===== src/rtl/craps_game_ctrl.sv =====
// craps_game_ctrl: game-rule engine for the craps datapath.
// Watches the debounced roll button for a rising edge. It samples both dice,
// applies the come-out and point rules, and drives the one-hot
// win/lose/roll result to the downstream encoder.
// Optional build macro: CRAPS_ROLL_COUNT_EN adds an 8-bit saturating
// roll_count output that counts accepted rolls of the current game.
module craps_game_ctrl #(
   parameter int DIE_W = 3,
   parameter int SUM_W = 4
) (
   input  logic             clock,
   input  logic             reset,
   input  logic             roll_req,
   input  logic [DIE_W-1:0] x0,
   input  logic [DIE_W-1:0] x1,
   output logic             win,
   output logic             lose,
   output logic             roll,
   output logic [SUM_W-1:0] point,
   output logic [SUM_W-1:0] last_sum,
`ifdef CRAPS_ROLL_COUNT_EN
   output logic [7:0]       roll_count,
`endif
   output logic             dice_err
);

   typedef enum logic [1:0] {
      COME_OUT = 2'd0,
      POINT    = 2'd1,
      DONE     = 2'd2
   } state_t;

   localparam logic [DIE_W-1:0] DIE_MAX = DIE_W'(6);
   localparam logic [SUM_W-1:0] SUM_2   = SUM_W'(2);
   localparam logic [SUM_W-1:0] SUM_3   = SUM_W'(3);
   localparam logic [SUM_W-1:0] SUM_7   = SUM_W'(7);
   localparam logic [SUM_W-1:0] SUM_11  = SUM_W'(11);
   localparam logic [SUM_W-1:0] SUM_12  = SUM_W'(12);

   state_t           state_q, state_d;
   logic             win_q, win_d;
   logic             lose_q, lose_d;
   logic             roll_q, roll_d;
   logic [SUM_W-1:0] point_q, point_d;
   logic [SUM_W-1:0] last_sum_q, last_sum_d;
   logic             dice_err_q, dice_err_d;
   logic             roll_req_q, roll_req_d;
   logic             armed_q, armed_d;
`ifdef CRAPS_ROLL_COUNT_EN
   logic [7:0]       count_q, count_d;
`endif

   logic             roll_ev;
   logic             dice_ok;
   logic [SUM_W-1:0] sum;

   // Roll event detection and dice qualification. The armed flag stays low
   // after reset until the button is seen released, so a button already held
   // when reset drops is not mistaken for a fresh press.
   always_comb begin
      roll_ev = roll_req & ~roll_req_q & armed_q;
      dice_ok = (x0 != '0) && (x0 <= DIE_MAX) && (x1 != '0) && (x1 <= DIE_MAX);
      sum     = SUM_W'(x0) + SUM_W'(x1);
   end

   // Next-state and next-output evaluation of the game rules. A roll from
   // DONE starts a new game and is judged by come-out rules in the same
   // cycle, so the first roll of a new game is never lost.
   always_comb begin
      state_d    = state_q;
      win_d      = win_q;
      lose_d     = lose_q;
      roll_d     = roll_q;
      point_d    = point_q;
      last_sum_d = last_sum_q;
      dice_err_d = 1'b0;
      roll_req_d = roll_req;
      armed_d    = armed_q | ~roll_req;
`ifdef CRAPS_ROLL_COUNT_EN
      count_d    = count_q;
`endif
      if (roll_ev) begin
         if (!dice_ok) begin
            dice_err_d = 1'b1;
         end else begin
            last_sum_d = sum;
            if (state_q == POINT) begin
`ifdef CRAPS_ROLL_COUNT_EN
               count_d = (count_q == 8'hFF) ? count_q : count_q + 8'd1;
`endif
               if (sum == point_q) begin
                  win_d   = 1'b1;
                  lose_d  = 1'b0;
                  roll_d  = 1'b0;
                  state_d = DONE;
               end else if (sum == SUM_7) begin
                  win_d   = 1'b0;
                  lose_d  = 1'b1;
                  roll_d  = 1'b0;
                  state_d = DONE;
               end
            end else begin
`ifdef CRAPS_ROLL_COUNT_EN
               if (state_q == DONE) begin
                  count_d = 8'd1;
               end else begin
                  count_d = (count_q == 8'hFF) ? count_q : count_q + 8'd1;
               end
`endif
               point_d = '0;
               win_d   = 1'b0;
               lose_d  = 1'b0;
               roll_d  = 1'b0;
               if ((sum == SUM_7) || (sum == SUM_11)) begin
                  win_d   = 1'b1;
                  state_d = DONE;
               end else if ((sum == SUM_2) || (sum == SUM_3) || (sum == SUM_12)) begin
                  lose_d  = 1'b1;
                  state_d = DONE;
               end else begin
                  point_d = sum;
                  roll_d  = 1'b1;
                  state_d = POINT;
               end
            end
         end
      end
   end

   // State and output registers; synchronous reset wins over any roll.
   always_ff @(posedge clock) begin
      if (reset) begin
         state_q    <= COME_OUT;
         win_q      <= 1'b0;
         lose_q     <= 1'b0;
         roll_q     <= 1'b0;
         point_q    <= '0;
         last_sum_q <= '0;
         dice_err_q <= 1'b0;
         roll_req_q <= 1'b0;
         armed_q    <= 1'b0;
`ifdef CRAPS_ROLL_COUNT_EN
         count_q    <= 8'd0;
`endif
      end else begin
         state_q    <= state_d;
         win_q      <= win_d;
         lose_q     <= lose_d;
         roll_q     <= roll_d;
         point_q    <= point_d;
         last_sum_q <= last_sum_d;
         dice_err_q <= dice_err_d;
         roll_req_q <= roll_req_d;
         armed_q    <= armed_d;
`ifdef CRAPS_ROLL_COUNT_EN
         count_q    <= count_d;
`endif
      end
   end

   assign win      = win_q;
   assign lose     = lose_q;
   assign roll     = roll_q;
   assign point    = point_q;
   assign last_sum = last_sum_q;
   assign dice_err = dice_err_q;
`ifdef CRAPS_ROLL_COUNT_EN
   assign roll_count = count_q;
`endif

endmodule


===== config.mk =====
export PLATFORM = sky130hd
export DESIGN_NAME = craps_game_ctrl
export DESIGN_NICKNAME = d
export VERILOG_FILES = /design/src/rtl/craps_game_ctrl.sv
export SDC_FILE = /design/constraint.sdc
export NUM_CORES = 1
export LEC_CHECK = 0
export ABC_AREA = 1
export BUFFER_PORTS_ARGS = -buffer_cell sky130_fd_sc_hd__buf_2
export CAP_MARGIN = 5
export CORE_UTILIZATION = 50
export CTS_CLUSTER_DIAMETER = 80
export CTS_CLUSTER_SIZE = 8
export DETAILED_ROUTE_END_ITERATION = 10
export HOLD_SLACK_MARGIN = 0.15
export PLACE_DENSITY_LB_ADDON = 0.3
export SYNTH_ARGS = -nofsm -noshare
export SYNTH_HDL_FRONTEND = slang
export SYNTH_SLANG_ARGS = --single-unit

===== constraint.sdc =====
create_clock -name clock -period 2.4 [get_ports clock]
set_clock_uncertainty 0.05 [all_clocks]
set_input_delay 0.48 -clock clock [delete_from_list [all_inputs] [get_ports clock]]
set_output_delay 0.48 -clock clock [all_outputs]
set_load 0.03 [all_outputs]

# Yosys cells after proc, flatten, opt, wreduce, memory -nomap -nowiden
# Cells that the tools add are included.
[classes]
addsub = 1
bitwise_logic = 7
n_eq_ne = 8
magnitude_cmp = 2
n_mul = 0
muxes = 21
div = 0
shift = 0
n_reduce_logical = 12
[ops]
columns = ["op", "count"]
rows = [
  ["$mux W1", 14],
  ["$mux W2", 5],
  ["$eq A4 B2 Y1 const B", 2],
  ["$eq A4 B4 Y1 const B", 2],
  ["$mux W4", 2],
  ["$le A3 B3 Y1 const B", 2],
  ["$reduce_and A3 Y1", 2],
  ["$reduce_bool A3 Y1", 2],
  ["$add A3 B3 Y4", 1],
  ["$eq A4 B3 Y1 const B", 1],
  ["$eq A4 B4 Y1", 1],
  ["$not A1 Y1", 4],
  ["$logic_and A1 B1 Y1", 3],
  ["$logic_or A1 B1 Y1", 3],
  ["$ne A3 B1 Y1 const B", 1],
  ["$and A1 B1 Y1", 2],
  ["$eq A2 B1 Y1 const B", 1],
  ["$reduce_and A2 Y1", 1],
  ["$reduce_or A2 Y1", 1],
  ["$or A1 B1 Y1", 1],
]
[totals]
wordCells = 60
memories = 0
output_inout_bits = 12
mem_bits_ro = 0
regBits = 16
latch_bits = 0
mem_bits_rw = 0

# Depth between registers and ports, before layout
[depth]
word_depth = 7
depth_mapped = 13
mapped_depth_nobuf = 13

# Least setup slack after synthesis
# OpenSTA, ideal clock, no wires.
[synth_path]
path_kind = "input to register"
startpoint = "input x0[0]"
endpoint = "register state_q[0]"
setup_slack_ns = 0.325
path_buffers = 0
arrival_time_ns = 1.909
setup_ns = 0.116
t_required_ns = 2.234
stages = 11
cell_sequence = "ha_1 fa_1 nand2_1 inv_1 nand3_1 nor2_1 nor2_2 nand3_2 nand3_2 nand2_1 nor2_1"
[synth_between]
elab_chain_len = 7
elab_cells_between_ends = 21
cone_classes = "add/sub: 1; order compare: 1; eq/ne: 7; mux: 4; reduce/logical: 8"
[synth_rtl]
columns = ["element", "line_no", "source"]
rows = [
  ["start, declared", "14", "input logic [DIE_W-1:0] x0,"],
  ["$add A3 B3 Y4 (*)", "63", "sum = SUM_W'(x0) + SUM_W'(x1);"],
  ["net sum[1]", "55", "logic [SUM_W-1:0] sum;"],
  ["$eq A4 B2 Y1", "117", "end else if ((sum == SUM_2) || (sum == SUM_3) || (sum == SUM_12)) begin"],
  ["$logic_or A1 B1 Y1 (2 in series)", "117", ""],
  ["$mux W2", "117", ""],
  ["$mux W2", "114", "if ((sum == SUM_7) || (sum == SUM_11)) begin"],
  ["$mux W2", "87", "if (state_q == POINT) begin"],
  ["end signal, assigned", "146", "state_q <= state_d;"],
  ["end, declared", "40", "state_t state_q, state_d;"],
]
# Mark *: on every way through the listed nets, which the timed path passes. The rest lies on a longest branch.
# A chain may end at the register's enable or synchronous reset.

# Final worst setup path
# Ends and elaborated chain as after synthesis.

==> reports/metrics.cfg <==
[route]
drt-initial-drc-count=15
wire_per_inst_um=9.71
drc=0
routed_via_density=4.80
wirelength_mm=1.79
ant_nets=0
first_pass_iters=3
num_vias=884

[power_and_ir_drop]
leakage_nw=0.523
powerDensity_mw_per_mm2=515
peakVddDrop_mv=0.373

[floorplanning]
rows=15
die_area_mm2=0.00201
ios=21
core_area_mm2=0.00173
die_w_um=44.8
dieHeight_um=44.8
start_util_pct=53.1

[sta]
slew_headroom_pct=80.6
grt_setup_unrepaired=false
fmax_ghz=0.494
min_period_ns=2.02
worstMarginPinSlew_ns=0.290
post-route-period-util_pct=84.3
worst_slack_ns=0.376
finalHoldViolCount=0
final_max_slew_viol_count=0
setup_viol=0
setup_tns_ns=0

[cells_and_area]
antenna_cells=0
n_fill_cell=165
seqCellArea_um2=300
final_cell_mix=nand2_1, buf_2, nor2_1, inv_1, dfxtp_1
drive_gt1_share_pct=28.3
areaGrowthSynthToFinish_pct=16.8
layout_commonest_cell=nand2_1
final_nets=173
multi_input_comb_area_um2=542

[setup_path]
startpoint_type=primary input
cp-startpoint=x0[0]
worstSetupPathType=primary input to flip-flop
worst-path-max-fanout=5
cp.required_ns=2.54
worst_ep_arrival_time_ns=2.16
r2r_start=roll_req_q
crit_path_end_kind=flip-flop

[grt]
grt_pass1_vias=741
grt-ovfl-total=0
grt_pass1_wl_mm=2.97
grt_usage_pct=20.2
antenna_found_initial=0
grt_max_degree=15

[placement]
pre_cts_ws_ns=0.0739
gp_congestion=0.821
hpwlAfterDp_mm=1.45
portBuffers=20

[yosys]
yosys.cell_types.count=20
yosys_warnings=0
syn_nets=149
ys_ff_latch=15
avgSynthCellArea_um2=6.74
yosysSeqAreaShare_pct=32.7
synth_cells=136
synth_area_um2=917

[outcome]
status=complete, no violations

[clocking]
clk_latency_ns=0.29
cts_max_path_buffers=2
path_clk_slew_ns=0.08
post_cts_buffers=0
postCtsHoldBufs=0
cts_max_level=1
cts_sinks=15
post_cts_resized=0
cts-root-buf=clkbuf_4
cts_buffers=3
cts_tree=built

[hold_path]
min_from=roll_req
hp-class=primary input to flip-flop

[flow_run]
drv_cap=0

## cell families (layout without fill, tap and decap cells)
family	count (synthesis)	after routing	share of synthesized area [%]
buffers and inverters	20	43	8.18
AOI/OAI and AO/OA	17	17	10.6
DFF	15	15	32.7
adders and majority gates	4	4	6.28
xor gates and xnor gates	1	1	0.955
and+or+nand+nor	79	79	41.2
## per-layer routing
metal | share of wire [%] | global-route usage [%] | vias to the layer above
met5 | 0 | 0 | -
met4 | 2.5 | 10.9 | 0
met3 | 2.6 | 3.60 | 4
met2 | 46 | 31.2 | 13
met1 | 49 | 26.7 | 393
li1 | - | - | 474
## state kept, by name (all words and copies together), names as in the netlist
signal,cells
last_sum,4
point,4
state_q,2
armed_q,1
dice_err,1
lose,1
roll_req_q,1
win,1
## worst max-delay path, cell delays in order
cell	delay, ns
buf_2	0.11
ha_1	0.23
fa_1	0.59
nand2_1	0.07
inv_1	0.08
nand3_1	0.07
nor2_1	0.14
nor2_2	0.06
nand3_2	0.12
nand3_2	0.10
nand2_1	0.07
nor2_1	0.04
## metrics by stage
stage / power [W] / hold slack, ns / instances / util, % / area, um^2
2_1_floorplan: 0.000377 / 0.400 / 136 / - / 917
3_3_place_gp: 0.000407 / 0.399 / 180 / 60.5 / 1040
3_5_place_dp: 0.000412 / 0.403 / 180 / 60.5 / 1040
4_1_cts: 0.000556 / 0.347 / 184 / 62.0 / 1070
5_1_grt: 0.000582 / 0.357 / 184 / 62.0 / 1070
6_report: 0.000552 / 0.345 / 184 / 62.0 / 1070
## power breakdown
part	switching (W)	internal (W)	leakage [nW]	total (W)
clock network	0.0000809	0.0000647	0.0150	0.000146
registers	0.00000410	0.000256	0.122	0.000261
logic	0.0000969	0.0000491	0.386	0.000146
## synthesized netlist by cell type
cell type | instances | area share [%]
o21ai_0 | 3 | 1.6
nand3_1 | 7 | 3.8
nor3_2 | 1 | 1.1
xnor2_1 | 1 | 0.96
nor2_2 | 6 | 4.1
clkbuf_1 | 1 | 0.41
dfxtp_1 | 15 | 33
inv_2 | 4 | 1.6
a21oi_2 | 2 | 1.9
o21a_1 | 2 | 1.6
nand2_1 | 41 | 17
nand2_2 | 4 | 2.7
ha_1 | 3 | 4.1
nand3_2 | 4 | 4.4
fa_1 | 1 | 2.2
inv_1 | 15 | 6.1
o21ai_1 | 1 | 0.55
a21oi_1 | 9 | 4.9
nor2_8 | 1 | 2.2
nor2_1 | 15 | 6.1
## final cells by class
class                      instances  share of cell area [%]
clock buffer                       4                    2.45
inverter                          19                    6.66
multi-input combinational        101                    50.6
sequential                        15                    28.0
tap                               25                    2.92
timing repair buffer              20                    9.35
## path summary, 6_finish.rpt
path              slack (ns)          end  cells past startpoint
setup / recovery        0.38   state_q[0]                     12
hold / removal          0.34      armed_q                      2
hold reg to reg         0.41  last_sum[1]                      2
setup reg to reg        1.06     point[1]                      7
No activity file was read; power rests on OpenSTA's default activity.
